==> config.mk <==
export PLATFORM = sky130hd
export DESIGN_NAME = gpio_in
export DESIGN_NICKNAME = d
export VERILOG_FILES = /design/src/rtl/gpio_in.sv
export SDC_FILE = /design/constraint.sdc
export NUM_CORES = 1
export LEC_CHECK = 0
export ABC_AREA = 1
export ABC_CLOCK_PERIOD_IN_PS = 1400
export BUFFER_PORTS_ARGS = -buffer_cell sky130_fd_sc_hd__buf_2
export CAP_MARGIN = 20
export CORE_AREA = 4 4 158 160
export DETAILED_ROUTE_END_ITERATION = 16
export DIE_AREA = 0 0 162 164
export GPL_ROUTABILITY_DRIVEN = 0
export GPL_TIMING_DRIVEN = 1
export PLACE_DENSITY = 0.71
export SETUP_SLACK_MARGIN = 0.4
export SLEW_MARGIN = 40
export SYNTH_ARGS = -nofsm -noshare
export SYNTH_HDL_FRONTEND = slang
export SYNTH_SLANG_ARGS = --single-unit
export TNS_END_PERCENT = 10
==> constraint.sdc <==
create_clock -name clk -period 1.4 [get_ports clk]
set_input_delay 0.21 -clock clk [delete_from_list [all_inputs] [get_ports clk]]
set_output_delay 0.21 -clock clk [all_outputs]
set_load 0.02 [all_outputs]
==> src/rtl/gpio_in.sv <==
// gpio_in: synchronised, debounced GPIO input port with sticky edge status and a level interrupt.
// Ports: clk; rst (async, active-low); gpio_i raw pins; cs/we/addr/wdata single-cycle register bus;
//        rdata/ack read response one cycle after cs; irq registered level interrupt.
// Registers: 0 DATA (RO debounced pins), 1 RISE (W1C), 2 FALL (W1C), 3 IEN (rise enables low half, fall enables high half).
module gpio_in #(
    parameter int GPIO_W    = 8,
    parameter int DB_CYCLES = 4,
    parameter int CNT_W     = 16
) (
    input  logic              clk,
    input  logic              rst,
    input  logic [GPIO_W-1:0] gpio_i,
    input  logic              cs,
    input  logic              we,
    input  logic [1:0]        addr,
    input  logic [31:0]       wdata,
    output logic [31:0]       rdata,
    output logic              ack,
    output logic              irq
);
    localparam int IEN_W = 2 * GPIO_W;
    localparam logic [CNT_W-1:0] DB_LAST = CNT_W'(DB_CYCLES - 1);
    logic [GPIO_W-1:0] s1, s2, db, db_nxt, rise, fall, rise_clr, fall_clr;
    logic [CNT_W-1:0]  cnt [GPIO_W];
    logic [CNT_W-1:0]  cnt_nxt [GPIO_W];
    logic [IEN_W-1:0]  ien;
    logic [31:0]       rd;
    logic              wr;
    // Any sample equal to db restarts the count, so only an unbroken run of DB_CYCLES flips db.
    always_comb begin
        for (int i = 0; i < GPIO_W; i++) begin
            cnt_nxt[i] = (s2[i] == db[i] || cnt[i] == DB_LAST) ? '0 : cnt[i] + 1'b1;
            db_nxt[i]  = (s2[i] != db[i] && cnt[i] == DB_LAST) ? s2[i] : db[i];
        end
    end
    assign wr       = cs && we;
    assign rise_clr = (wr && addr == 2'd1) ? wdata[GPIO_W-1:0] : '0;
    assign fall_clr = (wr && addr == 2'd2) ? wdata[GPIO_W-1:0] : '0;
    assign rd = (addr == 2'd0) ? 32'(db) :
                (addr == 2'd1) ? 32'(rise) :
                (addr == 2'd2) ? 32'(fall) : 32'(ien);
    always_ff @(posedge clk or negedge rst) begin
        if (!rst) begin
            s1    <= '0;
            s2    <= '0;
            db    <= '0;
            rise  <= '0;
            fall  <= '0;
            ien   <= '0;
            irq   <= 1'b0;
            ack   <= 1'b0;
            rdata <= '0;
            for (int i = 0; i < GPIO_W; i++) cnt[i] <= '0;
        end else begin
            s1    <= gpio_i;
            s2    <= s1;
            db    <= db_nxt;
            for (int i = 0; i < GPIO_W; i++) cnt[i] <= cnt_nxt[i];
            // A new event on a bit wins over a simultaneous clear of that bit.
            rise  <= (rise & ~rise_clr) | (db_nxt & ~db);
            fall  <= (fall & ~fall_clr) | (~db_nxt & db);
            if (wr && addr == 2'd3) ien <= IEN_W'({32'd0, wdata});
            irq   <= |((rise & ien[GPIO_W-1:0]) | (fall & ien[IEN_W-1:GPIO_W]));
            ack   <= cs;
            rdata <= (cs && !we) ? rd : '0;
        end
    end
endmodule

==> key figures <==
Setup path
  – Setup crit end: cnt[9]$_DFF_PN0_
  – Worst r2r src: cnt[0]$_DFF_PN0_
  – Crit end category: flop
  – Reg2Reg Capture Point: cnt[9]$_DFF_PN0_
  – R2R depth: 6
  – Worst Setup SP: cnt[0]$_DFF_PN0_
  – Critical Path AT: 1.76 ns
  – Worst setup path category: flop to flop
  – CP Max Fanout: 4
  – Startpoint types: flop
  – CP required: 1.83 ns
  – Reg2Reg Setup Slack: 0.07 ns

Synthesis
  – Adder-cell share of the synthesized area: 0.956%
  – Largest family of logic cells by synthesized area: simple AND/OR/NAND/NOR gates
  – Area contributors post-synth: dfrtp_1 (48%), nor2_1 (12%), nand2_1 (12%)
  – Post-synth top area cell: dfrtp_1
  – Synth top area share: 48.3%
  – Sequential-to-total area share from yosys stat: 48.3%
  – Post-synthesis xor/xnor area fraction: 5.26%
  – Synth Area in Simple Gates: 34.1%
  – Most common cell in the synthesized netlist: nor2_1
  – Multiplexer share of the synthesized area: 0%
  – Number of library cell types mapped by synthesis: 27
  – Compound-Gate Fraction of Synth Area: 4.02%
  – Syn avg cell area: 7.53 um2
  – Most common flop cell mapped by yosys: dfrtp_1
  – Synth Cell Area: 10500 um2
  – Synth top cells by count: nor2_1 (343), nand2_1 (338), dfrtp_1 (202)
  – Cells after synthesis: 1389
  – Synth Warn #: 0
  – Number of enable flip-flop cells after synthesis: 0
  – Asr flop ratio synth: 100%
  – Synth Register Bits: 202

Routing
  – Top sig layer: met4
  – Routed met3 length: 1400 um
  – First-pass DRT Iterations: 8
  – Vias: 9652
  – Drt via density: 4.99
  – Met1 WL: 11500 um
  – DRT Wirelength: 26600 um
  – Drc violations: 0
  – Routed wl met2: 13000 um
  – Iteration-0 DRC Markers: 621
  – WL per Instance: 13.7 um
  – Post-route ant nets: 0

STA
  – Fin crit share: 94.7%
  – Unrepaired setup endpoints after global routing: true
  – Slack of the critical path: 0.0745 ns
  – Setup violators final: 0
  – Period minus WS final: 1.33 ns
  – Fmax: 0.754 GHz
  – Skew final: 0.0121 ns
  – Final Hold Viols: 0
  – Final Slew Violations: 0

Clock network
  – H-Tree Depth: 1
  – Clock sink count: 202
  – Clock Latency Late Sink: 0.52 ns
  – Root Buffer: clkbuf_16
  – Clock Path Buffers: 3
  – Clk slew on worst S/H paths: 0.06 ns
  – CTS Buf Count: 24
  – TritonCTS clock tree: built

Layout
  – Share of cells above drive strength 1: 24.1%
  – # nets final: 1653
  – Area occupied by multi-input gates: 5450 um2
  – Final Instance Area: 13900 um2
  – FF+latch area: 5080 um2
  – Final Util: 59.5%
  – Layout area overhead: 33.0%
  – Filler cell count: 2014
  – Number of antenna diodes: 0

Place
  – Pre-CTS setup slack: -0.0100 ns
  – Placed Instance Area: 11800 um2
  – # port buffers: 47
  – HPWL after DPL: 17500 um

Global route
  – Vias in the first global route: 9123
  – Global-route wire length before repair: 42900 um
  – GRT overflow: 0
  – Pin count of the biggest net entering global routing: 51
  – Antenna violations before repair: 0
  – Gr usage total: 19.4%

Die
  – Starting density of the core: 44.7%
  – FP Rows: 56
  – Io pins: 80
  – Die area: 26600 um2
  – Die height: 164 um
  – Core area: 23400 um2
  – Die W: 162 um

Worst hold path
  – Worst hold-check path type: input port to flop

Power
  – Maximum vdd drop: 0.873 mV
  – Leak: 6.18 nW
  – Power per cell area: 1270 nW/um2

Status
  – Outcome: complete, no violations

Run
  – Max Cap Viol: 0
-- stage by stage --
step / setup TNS (ns) / hold slack, ns / cells / total power (W)
after floorplan: 0 / -0.0856 / 1404 / 0.00933
after global placement: 0 / 0.210 / 1817 / 0.0102
after detailed placement: -0.0199 / 0.213 / 1817 / 0.0103
after CTS: 0 / 0.134 / 1900 / 0.0174
after global routing: 0 / 0.160 / 1934 / 0.0186
final: 0 / 0.164 / 1934 / 0.0177
-- power breakdown --
part           total [W]  switching [W]  internal, W
clock network    0.00643        0.00242      0.00401
logic            0.00395        0.00225      0.00169
registers        0.00728       0.000713      0.00657
total             0.0177        0.00538       0.0123
-- final cells by class --
type | instances | area share [%]
Sequential cell | 202 | 36.5
Clock buffer | 35 | 5.05
Clock inverter | 7 | 0.809
Inverter | 141 | 3.80
Multi-Input combinational cell | 1032 | 39.1
Tap cell | 319 | 2.87
Timing Repair Buffer | 198 | 11.8
-- layout by cell type (no fill, tap or decap), types with 2 or more instances in the layout --
cell,n
nand4_1,52
buf_12,11
clkbuf_8,5
nand3_2,8
buf_4,108
nor2_2,47
clkinv_2,3
o21ai_0,48
nand2_4,11
dfrtp_1,181
nand2_8,2
nand2_1,311
o21ai_1,5
clkbuf_16,27
or2_2,6
nor2_4,34
clkbuf_1,6
nor3_2,2
a31oi_1,2
bufinv_16,3
nand2_2,26
xnor2_1,15
nor3_1,11
nand3_1,84
inv_2,7
nand3_4,4
ha_4,8
inv_1,134
xor2_2,2
dlygate4sd3_1,26
xor2_1,44
o211ai_1,4
a21oi_2,2
nor2_1,267
buf_2,44
conb_1,16
buf_6,6
dfrtp_2,21
a21oi_1,19
-- worst min-delay path by stage --
stage	from	to	slack, ns	cells past startpoint
4_1_cts	we	rdata[5]$_DFF_PN0_	0.13	5
2_1_floorplan	rst	ack$_DFF_PN0_	-0.09	0
3_3_place_gp	rst	s1[0]$_DFF_PN0_	0.21	1
5_1_grt	cs	rdata[13]$_DFF_PN0_	0.16	4
6_report	we	rdata[5]$_DFF_PN0_	0.16	5
3_5_place_dp	rst	s1[0]$_DFF_PN0_	0.21	1
-- worst max-delay path: stages (launching register included) --
cell and delay [ns]:
dfrtp_1 0.43, buf_4 0.14, nand3_1 0.14, nor2_1 0.19, nand2_1 0.08, xor2_1 0.14
nor2_1 0.12
-- logic make-up (layout without fill, tap and decap cells) --
logic type	after synthesis	count (layout)
AND/OR/NAND/NOR	863	865
flip-flops	202	202
buffers and inverters	172	381
AO/OA/AOI/OAI	81	81
XOR/XNOR	62	62
adder cells (fa/ha/maj)	8	8
other	1	16
-- sequential cells by signal, indices dropped and copies added (netlist names) --
signal	cells
cnt	128
ien	16
rdata	16
db	8
fall	8
rise	8
s1	8
s2	8
ack	1
irq	1
-- metal layers --
metal / vias up / track usage [%]
met5: - / 0
met4: 0 / 5.15
met3: 50 / 2.79
met2: 297 / 33.4
met1: 4527 / 25.8
li1: 4778 / -
-- what timing repair did --
action	4_1_cts	5_1_grt
pin swaps	14	47
setup buffers	13	32
gates resized for setup	75	113
hold endpoints to repair	68	0
hold buffers	26	0
gates cloned	2	2
setup endpoints to repair	170	172
(Power assumes the default switching activity.)
